File: src/rtl/tw_rom_writer.sv
// Twiddle table generator for one NTT stage: writes root^k mod q, k = 0..NUM-1,
// into the twiddle RAM through a valid/ready port, with a start/busy/done handshake.
module tw_rom_writer #(
  parameter int LOGQ      = 14,
  parameter int LOGN      = 10,
  parameter int DELAY_MUL = 3,
  parameter int STAGE     = 3
) (
  input  logic            clk,
  input  logic            rst,
  input  logic            start,
  input  logic [LOGQ-1:0] q,
  input  logic [LOGQ-1:0] root,
  output logic            wen,
  output logic [LOGN-1:0] waddr,
  output logic [LOGQ-1:0] wdata,
  input  logic            wready,
  output logic            busy,
  output logic            done
);

  localparam int NUM = (STAGE == 0) ? 1 : (1 << (STAGE - 1));
  localparam int CW  = (DELAY_MUL > 1) ? $clog2(DELAY_MUL) : 1;
  localparam logic [LOGN-1:0] LAST_ADDR = LOGN'(NUM - 1);
  localparam logic [CW-1:0]   CNT_LOAD  = CW'(DELAY_MUL - 1);

  typedef enum logic [1:0] {IDLE, WR, MUL, DONE} state_t;

  state_t          state;
  logic [LOGQ-1:0] q_r;
  logic [LOGQ-1:0] root_r;
  logic [LOGQ-1:0] acc;
  logic [LOGQ-1:0] prod_r;
  logic [LOGN-1:0] addr;
  logic [CW-1:0]   cnt;

  logic [2*LOGQ-1:0] prod_full;
  logic [2*LOGQ-1:0] q_ext;

  always_comb begin
    prod_full = {{LOGQ{1'b0}}, acc} * {{LOGQ{1'b0}}, root_r};
    q_ext     = {{LOGQ{1'b0}}, q_r};
  end

  // The product is captured at launch and only committed to acc after
  // DELAY_MUL cycles in MUL, which models the multiplier pipeline latency.
  always_ff @(posedge clk or posedge rst) begin
    if (rst) begin
      state  <= IDLE;
      q_r    <= '0;
      root_r <= '0;
      acc    <= '0;
      prod_r <= '0;
      addr   <= '0;
      cnt    <= '0;
      wen    <= 1'b0;
      waddr  <= '0;
      wdata  <= '0;
      busy   <= 1'b0;
      done   <= 1'b0;
    end else begin
      case (state)
        IDLE: begin
          if (start) begin
            q_r    <= q;
            root_r <= (q == '0) ? root : (root % q);
            acc    <= LOGQ'(1);
            addr   <= '0;
            wen    <= 1'b1;
            waddr  <= '0;
            wdata  <= LOGQ'(1);
            busy   <= 1'b1;
            state  <= WR;
          end
        end
        WR: begin
          if (wready) begin
            wen <= 1'b0;
            if (addr == LAST_ADDR) begin
              busy  <= 1'b0;
              done  <= 1'b1;
              state <= DONE;
            end else begin
              prod_r <= (q_r == '0) ? prod_full[LOGQ-1:0] : LOGQ'(prod_full % q_ext);
              cnt    <= CNT_LOAD;
              state  <= MUL;
            end
          end
        end
        MUL: begin
          if (cnt == '0) begin
            acc   <= prod_r;
            addr  <= addr + LOGN'(1);
            wen   <= 1'b1;
            waddr <= addr + LOGN'(1);
            wdata <= prod_r;
            state <= WR;
          end else begin
            cnt <= cnt - CW'(1);
          end
        end
        DONE: begin
          done  <= 1'b0;
          state <= IDLE;
        end
        default: state <= IDLE;
      endcase
    end
  end

endmodule

File: config.mk
export PLATFORM = sky130hd
export DESIGN_NAME = tw_rom_writer
export DESIGN_NICKNAME = d
export VERILOG_FILES = /design/src/rtl/tw_rom_writer.sv
export SDC_FILE = /design/constraint.sdc
export NUM_CORES = 2
export LEC_CHECK = 0
export CAP_MARGIN = 20
export CORE_MARGIN = 2
export CORE_UTILIZATION = 53
export DETAILED_ROUTE_END_ITERATION = 16
export GPL_TIMING_DRIVEN = 0
export PLACE_DENSITY = 0.81
export SYNTH_ARGS = -nofsm -noshare
export SYNTH_HDL_FRONTEND = slang
export SYNTH_SLANG_ARGS = --single-unit
File: constraint.sdc
create_clock -name clk -period 110 [get_ports clk]
set_clock_uncertainty 0.15 [all_clocks]
set_input_delay 22 -clock clk [delete_from_list [all_inputs] [get_ports clk]]
set_output_delay 22 -clock clk [all_outputs]
set_load 0.05 [all_outputs]
== Word-level counts from Yosys, hierarchy flattened ==
Index checks and enable logic that the tools add are counted.
Word-level totals
  logic and storage cells: 70
  register bits after elaboration: 73
  input port bits: 32
Cells by class
  divide/modulo/power cells: 2
  bitwise gates (word level): 1
  eq/ne operators: 10
  $mul: 1
  add/sub/neg operators: 2
  reductions and logical operators: 17
  muxes and demuxes: 27
Operators with widths (number)
  $mux 14: 4
  $logic_not 14->1: 2
  $mod 28x14->28: 1
  $mul 14x14->28: 1
  $pmux 14 s2: 1
  $mux 10: 2
  $pmux 10 s2: 1
  $mod 14x14->14: 1
  $mux 2: 6
  $ne 2x2->1 const B: 6
  $reduce_and 3->1: 4
  $reduce_and 4->1: 3
  $add 10x1->10 const B: 1
  $eq 10x2->1 const B: 1
  $mux 1: 8
  $pmux 2 s4: 1
  $reduce_bool 2->1: 4
  $eq 2x2->1 const B: 2
  $logic_not 2->1: 2
  $pmux 1 s2: 2
  $pmux 2 s2: 1
  $pmux 1 s3: 1
  $reduce_bool 3->1: 1
  $eq 2x1->1 const B: 1
  other kinds (3): 3

== Depth between registers and ports, before layout ==
  depth after elaboration: 4
  gate-level depth with buffers: 406
  depth with buffers taken out: 373

== Worst setup path before layout ==
OpenSTA, ideal clock, no wires.
  kind: reg-to-reg
  start point: register acc[8]
  end point: register prod_r[10]
  period minus slack after synthesis: 80.058 ns
  path buffers: 39
  setup time: 0.122 ns
  required time: 109.728 ns
  cell stages (with the launch flop): 381
  setup slack: 29.942 ns
  data arrival time: 79.786 ns
  path through: dfrtp_1 -> clkbuf_1 -> nand2_1 -> fa_1 -> inv_1 -> fa_1 -> fa_1 -> inv_1 -> fa_1 -> fa_1 -> inv_1 -> fa_1 -> ha_1 -> clkbuf_1 -> a21o_1 -> a31o_1 -> a31o_1 -> o211ai_1 -> [... 345 more ...] -> buf_2 -> mux2_2 -> ha_1 -> a21o_1 -> a21oi_1 -> o21ai_0 -> nor2_1 -> o21ai_0 -> o21ai_0 -> nand2b_1 -> a211oi_1 -> o311ai_0 -> a2111oi_2 -> o311a_1 -> buf_6 -> buf_8 -> nand2_1 -> a32o_1
On the way
  cells in the longest elaborated chain, start to end: 3
Ends and longest elaborated chain
  from (decl): RTL line 32  | logic [LOGQ-1:0] acc;
  from (signal assigned): RTL line 92  | acc <= prod_r;
  $mul 14x14->28 *: RTL line 41  | prod_full = {{LOGQ{1'b0}}, acc} * {{LOGQ{1'b0}}, root_r};
  $mod 28x14->28: RTL line 84  | prod_r <= (q_r == '0) ? prod_full[LOGQ-1:0] : LOGQ'(prod_full % q_ext);
  $mux 14 *: RTL line 84
  to (signal assigned): RTL line 84
  to (decl): RTL line 33  | logic [LOGQ-1:0] prod_r;
Every way passes the cells marked *; elsewhere a longest branch is shown, timed or not.
A chain may end at the register's enable or synchronous reset.

== Worst setup path after layout ==
  start point: register acc[5]
  end point: register prod_r[13]
The elaborated chain is that of the path after synthesis.

==> run_results.csv <==
group,metric,value,unit
finish,final_cell_mix,"ha_1 (504), nand2_1 (495), inv_1 (291)",
setup_path,cpPeakStageDelay,760,ps
floorplanning,dieArea,61540,µm²
clocking,clk_latency,350,ps
clocking,cts.clk_slew.worst_paths,60,ps
placement,gp_congestion,0.9564,
finish,diodes,0,
setup_path,cp_data_arrival_time,96400,ps
floorplanning,die_x,248.1,µm
global_route,grt_max_degree,69,
drt,drt_iter0_markers,2392,
clocking,clk_path_buf_depth,2,
finish,drive_above_1_share,5.138,%
drt,wl_per_cell,17.98,µm
setup_path,path_delay_family,"compound AO/OA/AOI/OAI gates",
clocking,post-cts-setup-buffers,0,
setup_path,required,110080,ps
finish,layout_commonest_cell,"ha_1",
global_route,grt_overflow,0,
synthesis,synthCells,4220,
placement,place_hpwl,74560,µm
synthesis,synthArstFlopShare,100.0,%
timing,rsz0062_at_grt,"false",
clocking,hold_buffers,0,
global_route,grt_pass1_wl,148600,µm
synthesis,ys_warn_count,0,
synthesis,synth_area,31570,µm²
status,status,"completed",
timing,tightest_slew,1134,ps
synthesis,synth_enable_flop_cells,0,
finish,area.sequential,1827,µm²
clocking,cts_buffers,9,
drt,num_vias,31880,
setup_path,crit_top_cell,"o21a_1",
synthesis,yosysSeqAreaShare,5.786,%
floorplanning,start_util,53.59,%
finish,fin_nets,4976,
synthesis,syn_nets,4899,
clocking,htreeDepth,3,
timing,slew_viol_final,0,
finish,fillers,5373,
clocking,cts_tree,"done",
synthesis,avgSynthCellArea,7.481,µm²
floorplanning,io_pins,59,
timing,final-setup-viol-count,0,
min_path,hp-class,"reg2reg",
setup_path,slowest_stage,"o311ai_0",
timing,finalSetupTns,0,ps
setup_path,critPathBufInv,46,
run,drv_cap,0,
global_route,antenna_found_initial,0,
global_route,track_usage,29.21,%
finish,area_growth,6.499,%
clocking,cts_resized,0,
timing,fmax,0.01038,GHz
clocking,cts.sinks,73,
timing,slew-limit-headroom,24.30,%
synthesis,yosys_register_bits,73,
synthesis,synth_cell_type_count,114,
timing,period_share,87.56,%
placement,port_buffers,58,
drt,drt_wl_total,91250,µm
clocking,clockRootBuffer,"clkbuf_16",
floorplanning,core,58910,µm²
synthesis,synth_ff_type,"dfrtp_1",
drt,first_pass_iters,6,
global_route,grt_pass1_vias,29720,
setup_path,critPathCaptureType,"flip-flop",
floorplanning,fp.dieH,248.1,µm
setup_path,critical_path_class,"reg2reg",
finish,multi_input_area,28120,µm²
drt,remaining_drc_errors,0,
setup_path,cp_max_fo,10,
timing,fin_crit,96320,ps
drt,ant_nets,0,
placement,place_inst,5058,
finish,stdcell_count,5074,
timing,fin_hold_ws,359.5,ps
setup_path,start_kind,"flip-flop",
drt,viasPerCell,6.283,
timing,hold_viol_final,0,
floorplanning,rows,89,
## logic make-up (layout without fill, tap and decap cells)
group | Yosys count | in the layout | synth area share, %
muxes | 130 | 130 | 4.538
DFF | 73 | 73 | 5.786
adders and majority gates | 648 | 648 | 29.07
AOI/OAI and AO/OA | 1244 | 1244 | 26.54
buffers and inverters | 423 | 504 | 5.152
xor gates and xnor gates | 206 | 206 | 5.715
and+or+nand+nor | 1496 | 1496 | 23.19
## flip-flops by register name, summed over array words and instances, names as in the netlist
name / flops
state: 2
root_r: 14
wen: 1
addr: 10
busy: 1
done: 1
acc: 14
q_r: 14
prod_r: 14
cnt: 2
## path summary, 6_finish.rpt
kind	cells after the start	start	end	slack, ps
max in group asynchronous	3	rst	root_r[10]	87350
max	383	acc[5]	prod_r[13]	13680
min	1	prod_r[2]	acc[2]	360
max reg2reg	383	acc[5]	prod_r[13]	13680
min in group asynchronous	2	rst	addr[3]	21810
min reg2reg	1	prod_r[2]	acc[2]	360
## layout make-up
type | instances | area share [%]
tap | 773 | 2.876
inverter | 293 | 3.278
clock buffer | 9 | 0.6698
multi-input combinational | 3724 | 83.63
sequential | 73 | 5.433
clock inverter | 6 | 0.2047
buffer | 130 | 1.567
timing repair buffer | 66 | 2.344
## cell usage after synthesis, types with 34 or more instances
cell,n,area (µm²)
clkbuf_1,113,424.2
a21oi_1,244,1221
nand4_1,41,256.5
nor3_1,231,1156
dfrtp_1,73,1827
or3_1,37,231.5
nor2_1,271,1017
o211ai_1,40,300.3
nand3_1,62,310.3
and2_1,134,838.3
fa_1,143,2863
mux2_2,86,968.4
o21a_1,223,1674
xnor2_1,123,1077
nand2b_1,40,250.2
or2_2,34,212.7
mux2i_1,38,380.4
o31ai_1,112,840.8
nand2_1,495,1858
inv_1,293,1100
a21o_1,111,833.3
ha_1,504,6306
xor2_1,83,727.0
o21ai_0,236,1181
## per-stage QoR
step / instance area [µm²] / utilization (%) / setup WS [ps]
after floorplan: 31570 / - / 29940
after global placement: 33120 / 56.22 / 16780
after detailed placement: 33310 / 56.55 / 15460
after CTS: 33610 / 57.05 / 15070
after global routing: 33620 / 57.08 / 6957
final: 33620 / 57.08 / 13680
## layer usage
layer  up-vias  global-route usage [%]  wire length, µm
li1      15540                       -                -
met3       190                   2.790             6479
met1     15050                   40.32            40620
met4         0                   10.27             3282
met2      1094                   47.50            40870
met5         -                       0                0
Power is not shown: default switching activity piles up to over one toggle a cycle in this logic, so the estimate is an artifact.
